## config.mk

```make
export PLATFORM = sky130hd
export DESIGN_NAME = md_sequencer_flat
export DESIGN_NICKNAME = d
export VERILOG_FILES = /design/src/rtl/md_sequencer_if.sv /design/src/rtl/md_sequencer.sv /design/src/flat_wrapper.sv
export SDC_FILE = /design/constraint.sdc
export NUM_CORES = 1
export LEC_CHECK = 0
export CAP_MARGIN = 0
export CORE_ASPECT_RATIO = 0.6
export CORE_MARGIN = 8
export CORE_UTILIZATION = 45
export DETAILED_ROUTE_END_ITERATION = 8
export MAX_ROUTING_LAYER = met4
export PLACE_DENSITY = 0.64
export SETUP_SLACK_MARGIN = 0.15
export SYNTH_ARGS = -nofsm -noshare
export SYNTH_HDL_FRONTEND = slang
export SYNTH_SLANG_ARGS = --single-unit
```

## constraint.sdc

```tcl
create_clock -name clk -period 3.4 [get_ports clk]
set_input_delay 0.68 -clock clk [delete_from_list [all_inputs] [get_ports clk]]
set_output_delay 0.68 -clock clk [all_outputs]
set_load 0.005 [all_outputs]
```

## src/rtl/md_sequencer_if.sv

```systemverilog
// Multiply/divide sequencer port bundle between the E-stage controller and the HI/LO unit.
// Latency: none; wires only.
// Backpressure: none here; the controller sees mdrunE/stallmdD and holds off new work itself.
interface md_sequencer_if #(
  parameter int WIDTH = 32
);
  logic             mdstartE;
  logic [1:0]       mdopE;
  logic [WIDTH-1:0] srcaE;
  logic [WIDTH-1:0] srcbE;
  logic [1:0]       hilodisableE;
  logic [WIDTH-1:0] hilowdE;
  logic             hiloaccessD;
  logic             mdrunE;
  logic             stallmdD;
  logic [WIDTH-1:0] hiE;
  logic [WIDTH-1:0] loE;

  // Controller / pipeline side
  modport master (
    output mdstartE, mdopE, srcaE, srcbE, hilodisableE, hilowdE, hiloaccessD,
    input  mdrunE, stallmdD, hiE, loE
  );

  // Multiply/divide unit side
  modport slave (
    input  mdstartE, mdopE, srcaE, srcbE, hilodisableE, hilowdE, hiloaccessD,
    output mdrunE, stallmdD, hiE, loE
  );
endinterface

```

## src/rtl/md_sequencer.sv

```systemverilog
// Iterative radix-2 MULT/MULTU/DIV/DIVU unit owning HI/LO, with its IDLE->RUN->FIX sequencer.
// Latency: WIDTH RUN cycles + 1 FIX cycle (mult may finish early with MD_EARLY_OUT_EN defined).
// Backpressure: mdrunE busy flag; stallmdD holds D-stage HI/LO accesses until the result lands.
module md_sequencer #(
  parameter int WIDTH = 32
) (
  input  logic          clk,
  input  logic          reset,
  md_sequencer_if.slave md
);

  typedef enum logic [1:0] {
    IDLE = 2'd0,
    RUN  = 2'd1,
    FIX  = 2'd2
  } state_t;

  localparam int CW = (WIDTH > 1) ? $clog2(WIDTH) : 1;

  state_t             state;
  state_t             state_nxt;

  // sequencer strobes
  logic               load;
  logic               step;
  logic               commit;
  logic               mt_hi;
  logic               mt_lo;

  // operation context captured at start
  logic               is_div;
  logic               res_neg;    // product / quotient must be negated
  logic               rem_neg;    // remainder takes the dividend's sign
  logic               bzero;      // divide by zero
  logic [WIDTH-1:0]   orig_a;
  logic [CW-1:0]      cnt;

  // datapath
  // Mult: acc accumulates the product; mcand is the multiplicand shifted left by
  //       the step count and opb is the multiplier shifted right, so acc always
  //       holds an exactly aligned partial product (this is what makes early-out
  //       bit-identical).
  // Div:  acc = {remainder, dividend/quotient}; opb holds the divisor.
  logic [2*WIDTH-1:0] acc;
  logic [2*WIDTH-1:0] mcand;
  logic [WIDTH-1:0]   opb;
  logic [WIDTH-1:0]   hi;
  logic [WIDTH-1:0]   lo;

  // start-time operand conditioning
  logic               start_signed;
  logic               a_neg;
  logic               b_neg;
  logic [WIDTH-1:0]   a_abs;
  logic [WIDTH-1:0]   b_abs;

  // step / result helpers
  logic [WIDTH:0]     div_diff;
  logic [2*WIDTH-1:0] mul_sum;
  logic               last_step;
  logic               early_done;
  logic [2*WIDTH-1:0] prod;
  logic [WIDTH-1:0]   hi_res;
  logic [WIDTH-1:0]   lo_res;

  assign md.mdrunE   = (state != IDLE);
  assign md.stallmdD = md.hiloaccessD & md.mdrunE;
  assign md.hiE      = hi;
  assign md.loE      = lo;

  // Operand magnitudes and sign flags for the op being started this cycle
  always_comb begin
    start_signed = ~md.mdopE[0];
    a_neg        = start_signed & md.srcaE[WIDTH-1];
    b_neg        = start_signed & md.srcbE[WIDTH-1];
    a_abs        = a_neg ? (~md.srcaE + 1'b1) : md.srcaE;
    b_abs        = b_neg ? (~md.srcbE + 1'b1) : md.srcbE;
  end

  // One radix-2 step: trial subtract for divide, conditional add for multiply
  always_comb begin
    div_diff  = acc[2*WIDTH-1:WIDTH-1] - {1'b0, opb};
    mul_sum   = acc + (opb[0] ? mcand : '0);
    last_step = (cnt == CW'(WIDTH-1));
`ifdef MD_EARLY_OUT_EN
    // Multiplier bits not yet consumed are all zero: product is already final.
    early_done = ~is_div & (opb[WIDTH-1:1] == '0);
`else
    early_done = 1'b0;
`endif
  end

  // Sign correction and special cases applied in FIX
  always_comb begin
    prod   = res_neg ? (~acc + 1'b1) : acc;
    hi_res = prod[2*WIDTH-1:WIDTH];
    lo_res = prod[WIDTH-1:0];
    if (is_div) begin
      if (bzero) begin
        lo_res = '1;
        hi_res = orig_a;
      end else begin
        // Most-negative / -1 falls out naturally: |q| = 2^(W-1), negated to itself.
        lo_res = res_neg ? (~acc[WIDTH-1:0] + 1'b1) : acc[WIDTH-1:0];
        hi_res = rem_neg ? (~acc[2*WIDTH-1:WIDTH] + 1'b1) : acc[2*WIDTH-1:WIDTH];
      end
    end
  end

  // Sequencer state register
  always_ff @(posedge clk) begin
    if (reset) state <= IDLE;
    else       state <= state_nxt;
  end

  // Next state and datapath strobes; a start beats a same-cycle MTHI/MTLO
  always_comb begin
    state_nxt = state;
    load      = 1'b0;
    step      = 1'b0;
    commit    = 1'b0;
    mt_hi     = 1'b0;
    mt_lo     = 1'b0;
    case (state)
      IDLE: begin
        if (md.mdstartE) begin
          load      = 1'b1;
          state_nxt = RUN;
        end else begin
          mt_hi = ~md.hilodisableE[1];
          mt_lo = ~md.hilodisableE[0];
        end
      end
      RUN: begin
        step = 1'b1;
        if (last_step || early_done) state_nxt = FIX;
      end
      FIX: begin
        commit    = 1'b1;
        state_nxt = IDLE;
      end
      default: state_nxt = IDLE;
    endcase
  end

  // Datapath and HI/LO; HI/LO only change on FIX commit or an idle MTHI/MTLO
  always_ff @(posedge clk) begin
    if (reset) begin
      is_div  <= 1'b0;
      res_neg <= 1'b0;
      rem_neg <= 1'b0;
      bzero   <= 1'b0;
      orig_a  <= '0;
      cnt     <= '0;
      acc     <= '0;
      mcand   <= '0;
      opb     <= '0;
      hi      <= '0;
      lo      <= '0;
    end else begin
      if (load) begin
        is_div  <= md.mdopE[1];
        res_neg <= a_neg ^ b_neg;
        rem_neg <= a_neg;
        bzero   <= (md.srcbE == '0);
        orig_a  <= md.srcaE;
        cnt     <= '0;
        acc     <= md.mdopE[1] ? {{WIDTH{1'b0}}, a_abs} : '0;
        mcand   <= {{WIDTH{1'b0}}, a_abs};
        opb     <= b_abs;
      end
      if (step) begin
        cnt <= cnt + 1'b1;
        if (is_div) begin
          if (div_diff[WIDTH]) acc <= {acc[2*WIDTH-2:0], 1'b0};
          else                 acc <= {div_diff[WIDTH-1:0], acc[WIDTH-2:0], 1'b1};
        end else begin
          acc   <= mul_sum;
          mcand <= {mcand[2*WIDTH-2:0], 1'b0};
          opb   <= {1'b0, opb[WIDTH-1:1]};
        end
      end
      if (commit) begin
        hi <= hi_res;
        lo <= lo_res;
      end
      if (mt_hi) hi <= md.hilowdE;
      if (mt_lo) lo <= md.hilowdE;
    end
  end

  // The hazard unit never starts a new op while one is running
  a_no_restart: assert property (@(posedge clk) disable iff (reset)
                                 !(md.mdstartE && md.mdrunE));

endmodule

```

## src/flat_wrapper.sv

```systemverilog
// flat-port wrapper written by rule: the top's interface ports become plain ports
module md_sequencer_flat 
#(
  parameter int WIDTH = 32
)
  (clk, reset, md_mdstartE, md_mdopE, md_srcaE, md_srcbE, md_hilodisableE, md_hilowdE, md_hiloaccessD, md_mdrunE, md_stallmdD, md_hiE, md_loE);
  md_sequencer_if #(.WIDTH(WIDTH)) md_i ();
  input  logic clk;
  input  logic reset;
  input wire logic [$bits(md_i.mdstartE)-1:0] md_mdstartE;
  input wire logic [$bits(md_i.mdopE)-1:0] md_mdopE;
  input wire logic [$bits(md_i.srcaE)-1:0] md_srcaE;
  input wire logic [$bits(md_i.srcbE)-1:0] md_srcbE;
  input wire logic [$bits(md_i.hilodisableE)-1:0] md_hilodisableE;
  input wire logic [$bits(md_i.hilowdE)-1:0] md_hilowdE;
  input wire logic [$bits(md_i.hiloaccessD)-1:0] md_hiloaccessD;
  output wire logic [$bits(md_i.mdrunE)-1:0] md_mdrunE;
  output wire logic [$bits(md_i.stallmdD)-1:0] md_stallmdD;
  output wire logic [$bits(md_i.hiE)-1:0] md_hiE;
  output wire logic [$bits(md_i.loE)-1:0] md_loE;
  assign md_i.mdstartE = md_mdstartE;
  assign md_i.mdopE = md_mdopE;
  assign md_i.srcaE = md_srcaE;
  assign md_i.srcbE = md_srcbE;
  assign md_i.hilodisableE = md_hilodisableE;
  assign md_i.hilowdE = md_hilowdE;
  assign md_i.hiloaccessD = md_hiloaccessD;
  assign md_mdrunE = md_i.mdrunE;
  assign md_stallmdD = md_i.stallmdD;
  assign md_hiE = md_i.hiE;
  assign md_loE = md_i.loE;
  md_sequencer #(.WIDTH(WIDTH)) u_core (.clk(clk), .reset(reset), .md(md_i));
endmodule
```

# Word level (Yosys, flattened, before mapping)
# Index checks and enable logic that the tools add are counted.
op_classes:
  n_eq_ne: 5
  div: 0
  shifts: 0
  bitwise: 12
  mul: 0
  add_sub_neg: 8
  order_cmp: 0
  n_mux: 38
  reduce_logical: 7
op_table:
  columns: ["op", "n"]
  rows:
  - ["64-bit two-way mux", 9]
  - ["32-bit two-way mux", 16]
  - ["32-bit by 1-bit adder with 32-bit output (second input constant)", 4]
  - ["32-bit NOT", 4]
  - ["64-bit by 1-bit adder with 64-bit output (second input constant)", 1]
  - ["64-bit adder", 1]
  - ["64-bit NOT", 1]
  - ["33-bit by 32-bit subtractor with 33-bit output", 1]
  - ["32-bit logical NOT", 1]
  - ["5-bit two-way mux", 2]
  - ["1-bit two-way mux", 8]
  - ["2-bit nonzero test", 4]
  - ["5-bit by 1-bit adder with 5-bit output (second input constant)", 1]
  - ["5-bit == test (second input constant)", 1]
  - ["2-bit two-way mux", 2]
  - ["2-bit case mux with 2 select lines", 1]
  - ["1-bit bitwise AND", 3]
  - ["1-bit NOT", 3]
  - ["2-bit by 1-bit == test with 1-bit output (second input constant)", 1]
  - ["2-bit == test (second input constant)", 1]
  - ["2-bit logical NOT", 1]
  - ["2-bit by 1-bit inequality test with 1-bit output (second input constant)", 1]
  - ["2-bit inequality test (second input constant)", 1]
  - ["2-bit AND reduction", 1]
  - ["1-bit bitwise XOR", 1]
word_totals:
  memories: 0
  out_inout_bits: 66
  register_bits: 267
  latch_bits: 0
  ram_bits: 0
  in_bits: 104
  rom_bits: 0
  word_cells: 82

# Logic depth before layout (Yosys ltp)
logic_depth:
  ltp_word: 7
  ltp_mapped: 15
  ltp_nobuf: 14

# Least setup slack after synthesis
# Ideal clock, no wire load.
synth_path:
  kind: "register to register"
  from: "register u_core.opb[0]"
  to: "register u_core.acc[62]"
  arrival_ps: 3381
  setup_slack_ps: -105
  path_stages_with_launch: 16
  required_ps: 3276
  synth_period_minus_slack_ps: 3505
  setup_ps: 124
  path_cell_list: "dfxtp_1 clkbuf_1 clkbuf_1 and2_1 ha_1 fa_1 a211oi_1 o21a_1 or4b_2 o21ai_0 a31oi_1 a22oi_1 nand4b_1 o31ai_1 xnor2_1 a21oi_1"
synth_between:
  elab_chain_cells: 4
  word_cells_on_any_way: 6
  cone_classes: "add/sub: 2; mux: 4"
synth_rtl:
  columns: ["element", "line", "source"]
  rows:
  - ["start: declaration", "md_sequencer.sv:46", "logic [WIDTH-1:0] opb;"]
  - ["start signal: assignment", "md_sequencer.sv:170", "opb <= b_abs;"]
  - ["start signal: assignment", "md_sequencer.sv:180", "opb <= {1'b0, opb[WIDTH-1:1]};"]
  - ["64-bit two-way mux / 33-bit by 32-bit subtractor with 33-bit output (equally long branches)", "md_sequencer.sv:83, md_sequencer.sv:82", null]
  - ["64-bit adder / 64-bit two-way mux (equally long branches)", "md_sequencer.sv:83, md_sequencer.sv:175", null]
  - ["64-bit two-way mux (*)", "md_sequencer.sv:174", "if (is_div) begin"]
  - ["64-bit two-way mux (*)", "md_sequencer.sv:172", "if (step) begin"]
  - ["end signal: assignment", "md_sequencer.sv:175", "if (div_diff[WIDTH]) acc <= {acc[2*WIDTH-2:0], 1'b0};"]
  - ["end signal: assignment", "md_sequencer.sv:176", "else acc <= {div_diff[WIDTH-1:0], acc[WIDTH-2:0], 1'b1};"]
  - ["end signal: assignment", "md_sequencer.sv:178", "acc <= mul_sum;"]
  - ["end: declaration", "md_sequencer.sv:44", "logic [2*WIDTH-1:0] acc;"]
# Every way passes the cells marked *; elsewhere a longest branch is shown, timed or not.
# A chain may end at the register's enable or synchronous reset.

# Worst setup path after layout
layout_path:
  from: "register u_core.acc[8]"
  to: "register u_core.hi[8] (netlist: u_core.md.hiE[8])"
layout_between:
  elab_chain_cells: 6
layout_rtl:
  columns: ["element", "line", "source"]
  rows:
  - ["start signal: assignment", "md_sequencer.sv:168", "acc <= md.mdopE[1] ? {{WIDTH{1'b0}}, a_abs} : '0;"]
  - ["start signal: assignment", "md_sequencer.sv:175", null]
  - ["start signal: assignment", "md_sequencer.sv:176", null]
  - ["64-bit NOT", "md_sequencer.sv:95", "prod = res_neg ? (~acc + 1'b1) : acc;"]
  - ["64-bit by 1-bit adder with 64-bit output", "md_sequencer.sv:95", null]
  - ["64-bit two-way mux", "md_sequencer.sv:95", null]
  - ["32-bit two-way mux", "md_sequencer.sv:98", "if (is_div) begin"]
  - ["32-bit two-way mux", "md_sequencer.sv:183", "if (commit) begin"]
  - ["32-bit two-way mux", "md_sequencer.sv:187", "if (mt_hi) hi <= md.hilowdE;"]
  - ["end signal: assignment", "md_sequencer.sv:184", "hi <= hi_res;"]
  - ["end signal: assignment", "md_sequencer.sv:187", null]
  - ["end: declaration", "md_sequencer.sv:47", "logic [WIDTH-1:0] hi;"]
# No other way between the ends. The select of a mux whose other input is x is not followed.

==> metrics.csv <==
metric,value,unit
"Req. time, crit path",3.88,ns
largest cells by area after synthesis,"dfxtp_1 26%, a21oi_1 7.2%, ha_1 6.0%, nand2_1 5.8%, nor2_1 5.7%",
Hold Path Origin,u_core.orig_a[3],
FMAX,295,MHz
clk_lat worst skew,0.61,ns
vias in the first global route,23000,
#FFs+latches synth,267,
crit path DAT,3.87,ns
Residual DRC,0,
post-synthesis sequential area ratio,25.6,%
CP Max Fanout,2,
top_reg_cell synth,dfxtp_1,
Syn Inst Count,2882,
final net count,3587,
Slew @ Worst Pin,1.31,ns
final worst slack,0.00829,ns
final worst path period share,99.8,%
clk sinks,267,
status,"complete, no violations",
Hold Path Class,flop to flop,
DR WL/cell,25.6,um
largest net degree at the start of global routing,187,
RSZ-0062 raised after global routing,yes,
Yosys Warn Count,0,
H-tree depth,1,
initial antenna violation count,3,
hpwl dp,77800,um
maximum ir drop on the vdd rail,0.353,mV
"area leader, netlist",dfxtp_1,
Max clock buf depth,3,
final hold violation count,0,
Final Critical Period,3.39,ns
Ports,170,
gr usage total,36.6,%
Root Driver,clkbuf_16,
Max-cap violations,0,
DRT Wirelength,103000,um
clock buffer count from CTS,30,
Setup crit start kind,flop,
post-cts hold buffer count,0,
Synth top area share,25.6,%
Final Slew Violations,0,
relative slew slack,12.3,%
first-pass GRT wire length,148000,um
syn avg cell area,7.25,sq um
clock skew,0.0326,ns
Worst Setup SP,u_core.acc[8],
Die Wd,294,um
area of the die,0.0538,sq mm
library cells used by synthesis,87,
clock-pin slew on the worst setup and hold paths,0.07,ns
Final Util,64.5,%
WHS,0.462,ns
syn_nets,3089,
initial core utilization,45.3,%
Buffers on Ports,169,
final setup vio count,0,
r2r startpoint,u_core.acc[8],
Area growth syn-to-layout,42.3,%
PwrDens,348,mW/mm^2
Synth async-reset ratio,0,%
CP Class,flop to flop,
Core Area,0.0461,sq mm
Synth Cell Area,0.0209,sq mm
P_leak,12.2,nW
FP Rows,61,
pre-CTS WS,-0.435,ns
Crit. End Element,flop,
CTS tree,done,
vias per cell,6.28,
Routability Congestion,1.08,
Detail Route Antenna Nets,0,
Chip Height,183,um
Post-synth EDFFs,0,
layout cells sized above 1,25.9,%
First DRT Iteration DRCs,3333,
via count of the routed design,25400,
Overflow after GRT,0,
Pre-antenna DRT Iters,7,
[cell usage in the layout, fill, tap and decap left out, types with 16 or more instances in the layout]
cell             count
a211oi_1            61
a21o_1              49
a21oi_1            259
a21oi_2             32
a221oi_1            42
a22oi_1             42
and2_1              58
buf_4              470
buf_6               25
clkbuf_16           33
clkdlybuf4s50_1    168
dfxtp_1            257
ha_1                53
ha_4                36
inv_1               64
mux2i_1             31
nand2_1            308
nand3_1             31
nand4_1             27
nor2_1             294
nor2b_1             16
nor3_1              60
nor4_1              18
o211ai_1            21
o21ai_0            164
o21ai_1             28
o22ai_1             18
o31ai_1             25
or3_1               22
xnor2_1            101
xor2_1             114
[what timing repair did]
action                                  4_1_cts  5_1_grt
pin swaps                                    49       74
resized for setup                           167      246
setup buffers                                26       22
endpoints found under the setup margin       50       61
gates cloned                                  2        3
[cell families after synthesis]
logic type | share of synthesized area, %
adders and majority gates | 6.24
xor gates and xnor gates | 9.35
muxes | 1.64
buffers and inverters | 5.27
and+or+nand+nor | 22.4
AOI/OAI and AO/OA | 29.6
DFF | 25.6
[synth_stat cells, drive strengths merged (50+ instances only)]
library cell and count:
and2 74, ha 101, inv 68, o21ai 212, nand2 322, xor2 116, a21o 50, nor3 69
xnor2 107, nor2 315, a21oi 299, clkbuf 200, dfxtp 267, a211oi 73
[routing by layer]
metal	track usage, %	vias to the layer above	wire (um)
met3	15.0	177	17100
li1	-	11500	-
met1	53.2	12000	45600
met2	45.6	1682	37700
met5	-	-	0
met4	7.91	0	2810
[path summary, 6_finish.rpt]
kind                            depth (start not counted)               end  slack (ns)
worst min-delay path                                    2  u_core.orig_a[3]        0.46
worst max-delay path                                   11  u_core.md.hiE[8]       0.008
worst max register to register                         11  u_core.md.hiE[8]       0.008
worst min register to register                          2  u_core.orig_a[3]        0.46
[power by group]
| part | total [W] | switching (W) | leakage (nW) | internal, W |
|---|---|---|---|---|
| Combinational | 0.00324 | 0.00186 | 9.55 | 0.00138 |
| Clock | 0.00359 | 0.00157 | 0.500 | 0.00202 |
| Sequential | 0.00351 | 0.000188 | 2.19 | 0.00332 |
| Total | 0.0103 | 0.00362 | 12.2 | 0.00672 |
[area by class of cell]
type,count,area (sq um)
Tap cell,630,788
Sequential cell,267,5370
Antenna cell,1,2.50
Multi-Input combinational cell,2323,16200
Fill cell,4032,16400
Clock buffer,32,758
Inverter,69,262
Clock inverter,24,294
Timing Repair Buffer,689,6020
[sequential cells by signal (all words and copies together), names as in the netlist]
name / count
u_core.md.hiE: 32
u_core.orig_a: 32
u_core.acc: 64
u_core.md.loE: 32
u_core.res_neg: 1
u_core.opb: 32
u_core.is_div: 1
u_core.cnt: 5
u_core.rem_neg: 1
u_core.bzero: 1
u_core.mcand: 64
u_core.state: 2
[through the flow]
stage | instance area (sq um) | power, W | setup TNS, ns | instances
3_5_place_dp | 26300 | 0.00636 | -10.10 | 3925
3_3_place_gp | 26300 | 0.00633 | -8.31 | 3925
4_1_cts | 28300 | 0.0100 | 0 | 4009
6_report | 29700 | 0.0103 | 0 | 4035
5_1_grt | 29700 | 0.0107 | -0.132 | 4035
2_1_floorplan | 20900 | 0.00494 | 0 | 2882
[worst max-delay path, stage by stage (launching register included)]
cell	delay, ns
dfxtp_2	0.32
or4_4	0.53
buf_8	0.16
nor3_4	0.14
nand3_2	0.10
or4_4	0.44
or3_4	0.36
or2_4	0.26
or4_4	0.45
o31ai_4	0.22
xor2_2	0.20
a21oi_1	0.09
No activity file was read; power rests on OpenSTA's default activity.
